--- src/rtl/transition_pair_sequencer.sv ---
// Transition-pair stimulus sequencer: walks ordered (i -> j) input-vector pairs,
// holds each vector HOLD_CYCLES clocks and marks the j-window with trace pulses.
module transition_pair_sequencer #(
    parameter int N_IN        = 4,
    parameter int HOLD_CYCLES = 5
) (
    input  logic              clk,
    input  logic              rst_n,
    input  logic              start,
    input  logic              abort,
    input  logic [1:0]        mode,
    input  logic [N_IN-1:0]   fixed_vec,
    input  logic              stall,
    output logic [N_IN-1:0]   vec_out,
    output logic              phase,
    output logic [2*N_IN-1:0] sim_idx,
    output logic              trace_start,
    output logic              trace_end,
    output logic              busy,
    output logic              done
);

    localparam int CW = (HOLD_CYCLES > 1) ? $clog2(HOLD_CYCLES) : 1;
    localparam int IW = 2 * N_IN;
    localparam logic [CW-1:0]   HOLD_LAST = CW'(HOLD_CYCLES - 1);
    localparam logic [N_IN-1:0] K_LAST    = N_IN'(N_IN - 1);

    typedef enum logic [1:0] {S_IDLE, S_HOLD_I, S_HOLD_J, S_DONE} state_t;
    typedef enum logic [1:0] {M_EXH = 2'b00, M_FLIP = 2'b01, M_FIXED = 2'b10} mode_t;

    state_t            state_q;
    mode_t             mode_q;
    logic [CW-1:0]     hold_cnt_q;
    logic [N_IN-1:0]   i_q;
    logic [N_IN-1:0]   inner_q;
    logic [N_IN-1:0]   vec_out_q;
    logic              phase_q;
    logic [IW-1:0]     sim_idx_q;
    logic              trace_start_q;
    logic              busy_q;
    logic              done_q;

    logic [N_IN-1:0]   j_vec;
    logic [N_IN-1:0]   next_i;
    logic [N_IN-1:0]   next_inner;
    logic              last_inner;
    logic              last_pair;
    logic              hold_last;

    assign hold_last = (hold_cnt_q == HOLD_LAST);

    // inner_q is j in modes 00/10 and the flipped bit position k in mode 01
    always_comb begin
        j_vec      = inner_q;
        last_inner = (inner_q == '1);
        if (mode_q == M_FLIP) begin
            j_vec      = i_q ^ (N_IN'(1) << inner_q);
            last_inner = (inner_q == K_LAST);
        end
        last_pair  = last_inner && ((mode_q == M_FIXED) || (i_q == '1));
        next_i     = (last_inner && (mode_q != M_FIXED)) ? i_q + N_IN'(1) : i_q;
        next_inner = last_inner ? '0 : inner_q + N_IN'(1);
    end

    always_ff @(posedge clk or negedge rst_n) begin
        if (!rst_n) begin
            state_q       <= S_IDLE;
            mode_q        <= M_EXH;
            hold_cnt_q    <= '0;
            i_q           <= '0;
            inner_q       <= '0;
            vec_out_q     <= '0;
            phase_q       <= 1'b0;
            sim_idx_q     <= '0;
            trace_start_q <= 1'b0;
            busy_q        <= 1'b0;
            done_q        <= 1'b0;
        end else begin
            trace_start_q <= 1'b0;
            done_q        <= 1'b0;
            if (abort && (state_q != S_IDLE)) begin
                state_q    <= S_IDLE;
                hold_cnt_q <= '0;
                vec_out_q  <= '0;
                phase_q    <= 1'b0;
                sim_idx_q  <= '0;
                busy_q     <= 1'b0;
            end else begin
                case (state_q)
                    S_IDLE: begin
                        if (start && !abort) begin
                            mode_q     <= (mode == 2'b11) ? M_EXH : mode_t'(mode);
                            i_q        <= (mode == 2'b10) ? fixed_vec : '0;
                            vec_out_q  <= (mode == 2'b10) ? fixed_vec : '0;
                            inner_q    <= '0;
                            phase_q    <= 1'b0;
                            sim_idx_q  <= '0;
                            hold_cnt_q <= '0;
                            busy_q     <= 1'b1;
                            state_q    <= S_HOLD_I;
                        end
                    end
                    S_HOLD_I: begin
                        if (hold_last) begin
                            vec_out_q     <= j_vec;
                            phase_q       <= 1'b1;
                            trace_start_q <= 1'b1;
                            hold_cnt_q    <= '0;
                            state_q       <= S_HOLD_J;
                        end else begin
                            hold_cnt_q <= hold_cnt_q + CW'(1);
                        end
                    end
                    S_HOLD_J: begin
                        // a stalled terminal count simply holds everything in place
                        if (!hold_last) begin
                            hold_cnt_q <= hold_cnt_q + CW'(1);
                        end else if (!stall) begin
                            hold_cnt_q <= '0;
                            phase_q    <= 1'b0;
                            if (last_pair) begin
                                vec_out_q <= '0;
                                done_q    <= 1'b1;
                                state_q   <= S_DONE;
                            end else begin
                                i_q       <= next_i;
                                inner_q   <= next_inner;
                                vec_out_q <= next_i;
                                sim_idx_q <= sim_idx_q + IW'(1);
                                state_q   <= S_HOLD_I;
                            end
                        end
                    end
                    S_DONE: begin
                        sim_idx_q <= '0;
                        busy_q    <= 1'b0;
                        state_q   <= S_IDLE;
                    end
                    default: state_q <= S_IDLE;
                endcase
            end
        end
    end

    assign trace_end   = (state_q == S_HOLD_J) && hold_last && !stall && !abort;
    assign vec_out     = vec_out_q;
    assign phase       = phase_q;
    assign sim_idx     = sim_idx_q;
    assign trace_start = trace_start_q;
    assign busy        = busy_q;
    assign done        = done_q;

endmodule
--- config.mk ---
export PLATFORM = sky130hd
export DESIGN_NAME = transition_pair_sequencer
export DESIGN_NICKNAME = d
export VERILOG_FILES = /design/src/rtl/transition_pair_sequencer.sv
export SDC_FILE = /design/constraint.sdc
export NUM_CORES = 1
export LEC_CHECK = 0
export ABC_CLOCK_PERIOD_IN_PS = 2600
export CAP_MARGIN = 15
export CORE_MARGIN = 5
export CORE_UTILIZATION = 45
export DETAILED_ROUTE_END_ITERATION = 16
export GPL_TIMING_DRIVEN = 0
export PLACE_DENSITY_LB_ADDON = 0.1
export SYNTH_ARGS = -nofsm -noshare
export SYNTH_HDL_FRONTEND = slang
export SYNTH_SLANG_ARGS = --single-unit
--- constraint.sdc ---
create_clock -name clk -period 2.6 [get_ports clk]
set_input_delay 0.52 -clock clk [delete_from_list [all_inputs] [get_ports clk]]
set_output_delay 0.52 -clock clk [all_outputs]
set_load 0.03 [all_outputs]
== After elaboration in Yosys (flattened, before gate mapping) ==
Index checks and enable logic that the tools add are counted.

* Mux-type cells: 58
* Shifts and indexed selects: 1
* Eq/ne operators: 22
* Add/subtract/negate cells: 4
* Bitwise operators: 2
* Reduce and logical (&&, ||, !) cells: 23

{| class="wikitable"
|+ Operators with widths
! operator !! number
|-
| 4-bit 2-to-1 mux || 17
|-
| 8-bit 2-to-1 mux || 5
|-
| 8-bit case mux with 3 select lines || 1
|-
| 1-bit 2-to-1 mux || 16
|-
| 4-bit case mux with 2 select lines || 2
|-
| 3-bit 2-to-1 mux || 5
|-
| 3-bit inequality test, second input constant || 5
|-
| 2-bit 2-to-1 mux || 7
|-
| 4-bit case mux with 3 select lines || 1
|-
| 2-bit equality test, second input constant || 5
|-
| 2-bit inequality test, second input constant || 5
|-
| 5-bit AND reduction || 2
|-
| 3-bit case mux with 3 select lines || 1
|-
| 4-bit by 1-bit adder with 4-bit output, second input constant || 2
|-
| 8-bit by 1-bit adder with 8-bit output, second input constant || 1
|-
| 4-bit equality test, second input constant || 2
|-
| 2-bit case mux with 4 select lines || 1
|-
| 4-bit nonzero test || 2
|-
| 1-bit logical AND || 7
|-
| 3-bit AND reduction || 2
|-
| 6-bit AND reduction || 1
|-
| 2-bit by 1-bit equality test with 1-bit output, second input constant || 2
|-
| 4-bit by 2-bit equality test with 1-bit output, second input constant || 1
|-
| 4-bit inequality test, second input constant || 1
|-
| other kinds (14) || 16
|}

* Logic and storage cells: 121
* Flip-flop bits (word level): 31
* Input bits: 11
* Output and inout bits: 17

== Logic depth before layout (Yosys ltp) ==
Gate-level depths: netlist of run 1.

* Word-level depth: 9
* Mapped depth: 9
* Mapped depth without buffers: 7

== Worst setup path after synthesis of run 1 ==
OpenSTA, ideal clock, no wires.

* Path type: reg-to-reg
* Start point: register inner_q[0]
* End point: register vec_out_q[1], in the netlist vec_out[1]
* Arrival time: 2.130 ns
* Required time: 2.479 ns
* Setup time: 0.121 ns
* Cell stages (with the launch flop): 8
* Setup slack: 0.349 ns
* Cell sequence: dfrtp_1 ha_1 buf_8 and3_4 a32oi_4 mux2_4 a311o_1 a22o_1

* Cells in the longest elaborated chain, start to end: 9
* Elaborated cells between the ends (all ways): 15
* Classes of those cells: eq/ne (2); shift (1); mux (9); bitwise (1); reduce/logical (2)

{| class="wikitable"
|+ Ends and longest elaborated chain
! what !! RTL line !! RTL
|-
| start: declaration || 35 || <nowiki>logic [N_IN-1:0] inner_q;</nowiki>
|-
| start signal: assignment || 127 || <nowiki>inner_q <= next_inner;</nowiki>
|-
| 4-bit equality test or 4-bit by 2-bit equality test with 1-bit output (tied branches) || 55, 58 ||
|-
| 1-bit 2-to-1 mux || 56 || <nowiki>if (mode_q == M_FLIP) begin</nowiki>
|-
| 1-bit logical AND || 61 || <nowiki>next_i = (last_inner && (mode_q != M_FIXED)) ? i_q + N_IN'(1) : i_q;</nowiki>
|-
| 4-bit 2-to-1 mux || 61 ||
|-
| 4-bit 2-to-1 mux || 121 || <nowiki>if (last_pair) begin</nowiki>
|-
| 4-bit 2-to-1 mux || 118 || <nowiki>end else if (!stall) begin</nowiki>
|-
| 4-bit 2-to-1 mux || 116 || <nowiki>if (!hold_last) begin</nowiki>
|-
| 4-bit case mux with 3 select lines (*) || 89 || <nowiki>case (state_q)</nowiki>
|-
| 4-bit 2-to-1 mux (*) || 81 || <nowiki>if (abort && (state_q != S_IDLE)) begin</nowiki>
|-
| end signal: assignment || 94 || <nowiki>vec_out_q <= (mode == 2'b10) ? fixed_vec : '0;</nowiki>
|-
| end signal: assignment || 105 || <nowiki>vec_out_q <= j_vec;</nowiki>
|-
| end signal: assignment || 128 || <nowiki>vec_out_q <= next_i;</nowiki>
|-
| end: declaration || 36 || <nowiki>logic [N_IN-1:0] vec_out_q;</nowiki>
|}

Mark *: on every way between the ends. The rest lies on a longest branch, timed or not. The select of a mux whose other input is x is not followed.
A chain may end at the register's enable or synchronous reset.

== Final worst setup path of run 1 ==
Ends and elaborated chain as after synthesis.

==> out/qor.yml, run 1 <==
power_and_ir_drop:
  internal_power_mw: 1.44
  comb_power_share_pct: 56.9
  power_switching_mw: 1.23
  seq_power_share_pct: 26.9
  leakage_nw: 1.12
  sw_frac_of_total_pct: 46.0
  power_density_nw_per_um2: 968
  power_frac_clock_pct: 16.2
  vdd_drop_max_mv: 0.517
grt:
  antenna_found_initial: 0
  grtUsageTotal_pct: 18.3
  grt_first_pass_wirelength_mm: 9.38
  first_global_vias: 1911
  grt_max_degree: 32
  grt-ovfl-total: 0
cts:
  clk_pin_slew_ns: 0.07
  cts_root_buffer: "clkbuf_8"
  clk_latency_ns: 0.28
  cts.sinks: 31
  cts_max_path_buffers: 2
  cts_tree: "yes"
  numCtsBuffers: 5
  cts_setup_buffers: 0
  cts_hold_buf: 0
  cts.htree.levels: 2
detailed_routing:
  drt_iter0_drc: 135
  drcViolationCount: 0
  drt-total-wl_mm: 5.65
  vias: 2057
  wl_per_cell_um: 15.6
  viasPerCell: 5.70
  ant_nets: 0
  firstDrtPassIters: 4
synth:
  synth_top_family_by_area: "simple AND/OR/NAND/NOR gates"
  yosysWarnings: 0
  synthXorXnorAreaFrac_pct: 1.14
  synthAdderAreaFrac_pct: 4.88
  syn_avg_cell_area_um2: 9.02
  synth_edf_count: 0
  synthMuxAreaShare_pct: 5.15
  synth_cell_types: 69
  synthArstFlopShare_pct: 100
  yosys_register_bits: 31
  ys_seq_area_share_pct: 33.6
  synth_fp_nets: 276
  syn-cell-area_um2: 2310
  yosys.area_share.simple_pct: 25.0
  synth_flop_cell: "dfrtp_1"
  synthCells: 256
  synth_compound_area_share_pct: 24.3
final_layout:
  final_core_utilization_pct: 54.7
  final_common_cell: "dfrtp_1"
  layout_common_cells: "dfrtp_1 (31), nand2_1 (25), clkdlybuf4s50_1 (25)"
  antenna_cells: 0
  layout.cells.non_filler: 361
  drive_gt1_share_pct: 11.7
  n_fill_cell: 493
  synthToLayoutAreaGrowth_pct: 19.5
  nets: 310
min_path:
  hold_path.class: "in2async"
critical_path:
  r2r_slack_ns: 0.13
  worstPathMaxFanout: 9
  endpoint_kind: "flop"
  r2r-end: "vec_out[1]"
  worstSetupPathType: "reg2reg"
  worst_ep_arrival_time_ns: 2.64
  reg2regPathDepth: 7
  start_kind: "flop"
  crit_required_ns: 2.78
  crit-reg2reg-launch: "inner_q[0]"
placement:
  hpwl_mm: 4.08
  place_congestion: 0.834
  place.port_buffers: 27
  place_inst: 353
  pre_cts_slack_ns: -0.195
sta:
  slew_headroom_pct: 50.6
  timing.final.ws_setup_ns: 0.134
  rsz0062_at_grt: "false"
  final.period_utilization_pct: 94.8
  slew_viol_final: 0
  fmax_mhz: 406
  tightestPinTransition_ns: 0.741
  fin_tns_setup_ns: 0
  final_hold_viol_count: 0
  fin_skew_ns: 0.00564
  fin_crit_ns: 2.47
  finalSetupViolCount: 0
floorplanning:
  fp.dieW_um: 81.6
  ios: 28
  core_area_um2: 5040
  start_util_pct: 45.8
  die_h_um: 81.6
  dieArea_um2: 6660
  num_rows: 26
flow_run:
  drv_cap: 0
status:
  status: "finished clean"
## metal layers
layer  vias up  share of wire (%)  GRT usage (%)  wire [um]
li1       1033                  -              -          -
met1       957                 48           26.1       2700
met2        55                 43           27.0       2460
met3        12                6.3           4.39        355
met4         0                2.3           5.98        132
met5         -                  0              0          0
## sequential cells by signal (all words and copies together), names as in the netlist
signal,count
inner_q,4
phase,1
vec_out,4
done,1
i_q,4
hold_cnt_q,3
mode_q,2
sim_idx,8
trace_start,1
busy,1
state_q,2
## cells in the mapped netlist (4+ instances only)
cell / n / share of area [%]
nand2b_1: 10 / 2.7
ha_1: 9 / 4.9
clkbuf_1: 5 / 0.81
nor2_1: 15 / 2.4
buf_4: 4 / 1.3
a21oi_1: 9 / 2.0
mux2i_1: 7 / 3.0
nor3b_1: 4 / 1.3
a31oi_1: 5 / 1.4
inv_1: 12 / 2.0
o31ai_1: 4 / 1.3
nand2_1: 26 / 4.2
dfrtp_1: 31 / 34
nand3_1: 10 / 2.2
nand4_1: 5 / 1.4
o21ai_0: 15 / 3.3
and3_1: 4 / 1.1
nor3_1: 8 / 1.7
nor2b_1: 4 / 1.1
## what timing repair did
action,in CTS,in global routing
endpoints found under the setup margin,1,7
pin swaps,0,1
resized for setup,1,4
## power by group through the flow
| stage | Sequential (mW) | Combinational (mW) | Clock (mW) |
|---|---|---|---|
| 6_report | 0.719 | 1.52 | 0.433 |
| 3_3_place_gp | 0.725 | 1.50 | 0 |
| 2_1_floorplan | 0.771 | 1.07 | 0 |
| 4_1_cts | 0.718 | 1.52 | 0.440 |
| 3_5_place_dp | 0.726 | 1.51 | 0 |
| 5_1_grt | 0.738 | 1.69 | 0.464 |
## worst max path at each step
stage	start	slack [ns]	endpoint
final	inner_q[0]	0.13	vec_out[1]
after global routing	state_q[0]	0.005	sim_idx[0]
after CTS	state_q[0]	0.08	trace_end
after detailed placement	stall	-0.19	trace_end
after global placement	stall	-0.21	trace_end
after floorplan	inner_q[0]	0.35	vec_out[1]
## logic make-up after synthesis
group	count (synthesis)
muxes	11
AOI/OAI and AO/OA	73
buffers and inverters	26
adders and majority gates	9
and+or+nand+nor	103
DFF	31
xor gates and xnor gates	3
## stage by stage
stage	total power, mW	hold WS [ns]	cell area, um2
6_report	2.67	0.294	2760
5_1_grt	2.89	0.375	2760
4_1_cts	2.68	0.332	2760
3_5_place_dp	2.24	0.480	2660
3_3_place_gp	2.23	0.473	2670
2_1_floorplan	1.85	0.224	2310
## area by class of cell
| class | instances | area (um2) | area share, % |
|---|---|---|---|
| plain buffers | 14 | 91.3 | 3.31 |
| clock buffers | 8 | 100 | 3.63 |
| inverters | 12 | 45.0 | 1.63 |
| multi-input cells | 199 | 1400 | 50.7 |
| flip-flops and latches | 31 | 776 | 28.1 |
| well taps | 70 | 87.6 | 3.17 |
| repair buffers | 27 | 260 | 9.43 |
## critical path, cell delays in order (launching register included)
cell and delay (ns):
dfrtp_1 0.47, ha_1 0.26, buf_8 0.14, and3_4 0.19, a32oi_4 0.38, mux2_4 0.33, a311o_1 0.38, a22o_1 0.21
Power figures use the tool's default switching activity.
==> run 2, diff against run 1 <==
--- a/config.mk
+++ b/config.mk
@@ -11,7 +11,7 @@
 export CORE_UTILIZATION = 45
 export DETAILED_ROUTE_END_ITERATION = 16
 export GPL_TIMING_DRIVEN = 0
-export PLACE_DENSITY_LB_ADDON = 0.1
+export PLACE_DENSITY = 0.67
 export SYNTH_ARGS = -nofsm -noshare
 export SYNTH_HDL_FRONTEND = slang
 export SYNTH_SLANG_ARGS = --single-unit
==> out/qor.yml, run 2 (same netlist as run 1, synthesis figures left out) <==
power_and_ir_drop:
  power_density_nw_per_um2: 972
  power_switching_mw: 1.26
  total_power_mw: 2.68
  internal_power_mw: 1.42
  seq_power_share_pct: 27.1
  comb_power_share_pct: 58.4
  power_frac_clock_pct: 14.5
  vdd_drop_max_mv: 0.753
  sw_frac_of_total_pct: 47.0
  leakage_nw: 1.12
cts:
  clk_pin_slew_ns: 0.07
  cts.sinks: 31
  cts_root_buffer: "clkbuf_8"
  clk_latency_ns: 0.28
  cts.htree.levels: 2
  cts_max_path_buffers: 2
  cts_setup_buffers: 0
  cts_tree: "yes"
  numCtsBuffers: 5
sta:
  final.period_utilization_pct: 94.5
  fmax_mhz: 407
  final_hold_viol_count: 0
  timing.final.ws_setup_ns: 0.142
  fin_skew_ns: 0.00557
  finalSetupViolCount: 0
  rsz0062_at_grt: "false"
  slew_viol_final: 0
  slew_headroom_pct: 52.7
  tightestPinTransition_ns: 0.709
  fin_crit_ns: 2.46
final_layout:
  drive_gt1_share_pct: 12.5
  layout_common_cells: "dfrtp_1 (30), nand2_1 (25), clkdlybuf4s50_1 (25)"
  final_common_cell: "dfrtp_1"
  layout.cells.non_filler: 359
  largest_reg_flops: 8
  synthToLayoutAreaGrowth_pct: 19.5
  stdcell_area_um2: 2760
  antenna_cells: 0
  nets: 309
floorplanning:
  num_rows: 26
  die_h_um: 81.6
  dieArea_um2: 6660
  core_area_um2: 5040
  start_util_pct: 45.8
  ios: 28
  fp.dieW_um: 81.6
critical_path:
  crit_path_top_delay_cell: "dfrtp_1"
  crit_path_start: "inner_q[0]"
  worstSetupPathType: "reg2reg"
  start_kind: "flop"
  slowest_delay_ns: 0.47
  worstPathMaxFanout: 9
  crit_required_ns: 2.77
  endpoint_kind: "flop"
  crit_path_cell_trace: "ha_1, buf_8, and3_4, a32oi_4, mux2_4, a311o_1, a22o_1"
  crit-reg2reg-launch: "inner_q[0]"
  worst_ep_arrival_time_ns: 2.62
placement:
  pre_cts_slack_ns: -0.190
  place_congestion: 0.858
  place.port_buffers: 27
  place_inst: 353
  hpwl_mm: 4.31
  placed_area_um2: 2660
grt:
  grtUsageTotal_pct: 19.0
  antenna_found_initial: 0
  grt_max_degree: 32
  first_global_vias: 1991
  grt_first_pass_wirelength_mm: 9.80
  grt-ovfl-total: 0
detailed_routing:
  ant_nets: 0
  wl_per_cell_um: 15.9
  drcViolationCount: 0
  drt_iter0_drc: 100
  drt-total-wl_mm: 5.71
  viasPerCell: 5.87
  vias: 2108
  firstDrtPassIters: 4
flow_run:
  drv_cap: 0
status:
  status: "finished clean"
min_path:
  hold_path.class: "in2async"
==> run 2: cell types whose count changed in the layout (fill, tap and decap cells not counted), sizes merged <==
cell    previous run  this run
clkbuf            15        12
clkinv             0         1
==> run 2: what timing repair did <==
| action | CTS | global route |
|---|---|---|
| hold buffers | 0 | 0 |
| pin swaps | 0 | 1 |
| endpoints found under the hold margin | 0 | 0 |
| gates resized for setup | 1 | 7 |
| setup endpoints to repair | 1 | 8 |
==> run 2: layout make-up <==
class	instances	area, um2
multi-input combinational	199	1410
fill	481	2280
buffer	13	87.6
timing repair buffer	27	260
tap	70	87.6
clock inverter	1	5.00
clock buffer	6	82.6
inverter	12	45.0
sequential	31	777
==> run 2: worst max-delay path, delay by kind of cell (launching register included) <==
kind	cells	cell delay, ns
AOI/OAI and AO/OA	3	0.96
buffers and inverters	1	0.14
adders and majority gates	1	0.26
DFF	1	0.47
muxes	1	0.33
and+or+nand+nor	1	0.19
==> run 2: metal layers <==
layer | wire length [um] | part of all wire, % | vias to the layer above | global-route usage, %
met5 | 0 | 0 | - | 0
met4 | 113 | 2.0 | 0 | 5.98
met3 | 243 | 4.3 | 11 | 3.62
met2 | 2680 | 47 | 52 | 29.8
met1 | 2670 | 47 | 1018 | 26.6
li1 | - | - | 1027 | -
==> run 2: power groups by stage <==
| stage | Sequential (mW) | Combinational, mW | Clock [mW] |
|---|---|---|---|
| global placement | 0.727 | 1.50 | 0 |
| detailed placement | 0.729 | 1.53 | 0 |
| global route | 0.746 | 1.75 | 0.426 |
| floorplan | 0.771 | 1.07 | 0 |
| finish | 0.727 | 1.57 | 0.388 |
| CTS | 0.722 | 1.53 | 0.401 |
==> run 2: per-stage QoR <==
stage | hold slack, ns | TNS (ns) | utilization, %
6_report | 0.286 | 0 | 54.7
5_1_grt | 0.343 | 0 | 54.7
4_1_cts | 0.304 | 0 | 54.5
3_5_place_dp | 0.476 | -0.270 | 52.8
3_3_place_gp | 0.468 | -0.189 | 52.9
2_1_floorplan | 0.224 | 0 | -
==> run 2: path summary, 6_finish.rpt <==
check / endpoint / slack [ns] / depth (start not counted)
setup reg to reg: vec_out[1] / 0.14 / 7
hold / removal: i_q[3] / 0.29 / 1
max in group asynchronous: state_q[1] / 1.82 / 1
setup / recovery: vec_out[1] / 0.14 / 7
hold reg to reg: vec_out[0] / 0.49 / 2
min in group clk: vec_out[0] / 0.49 / 2
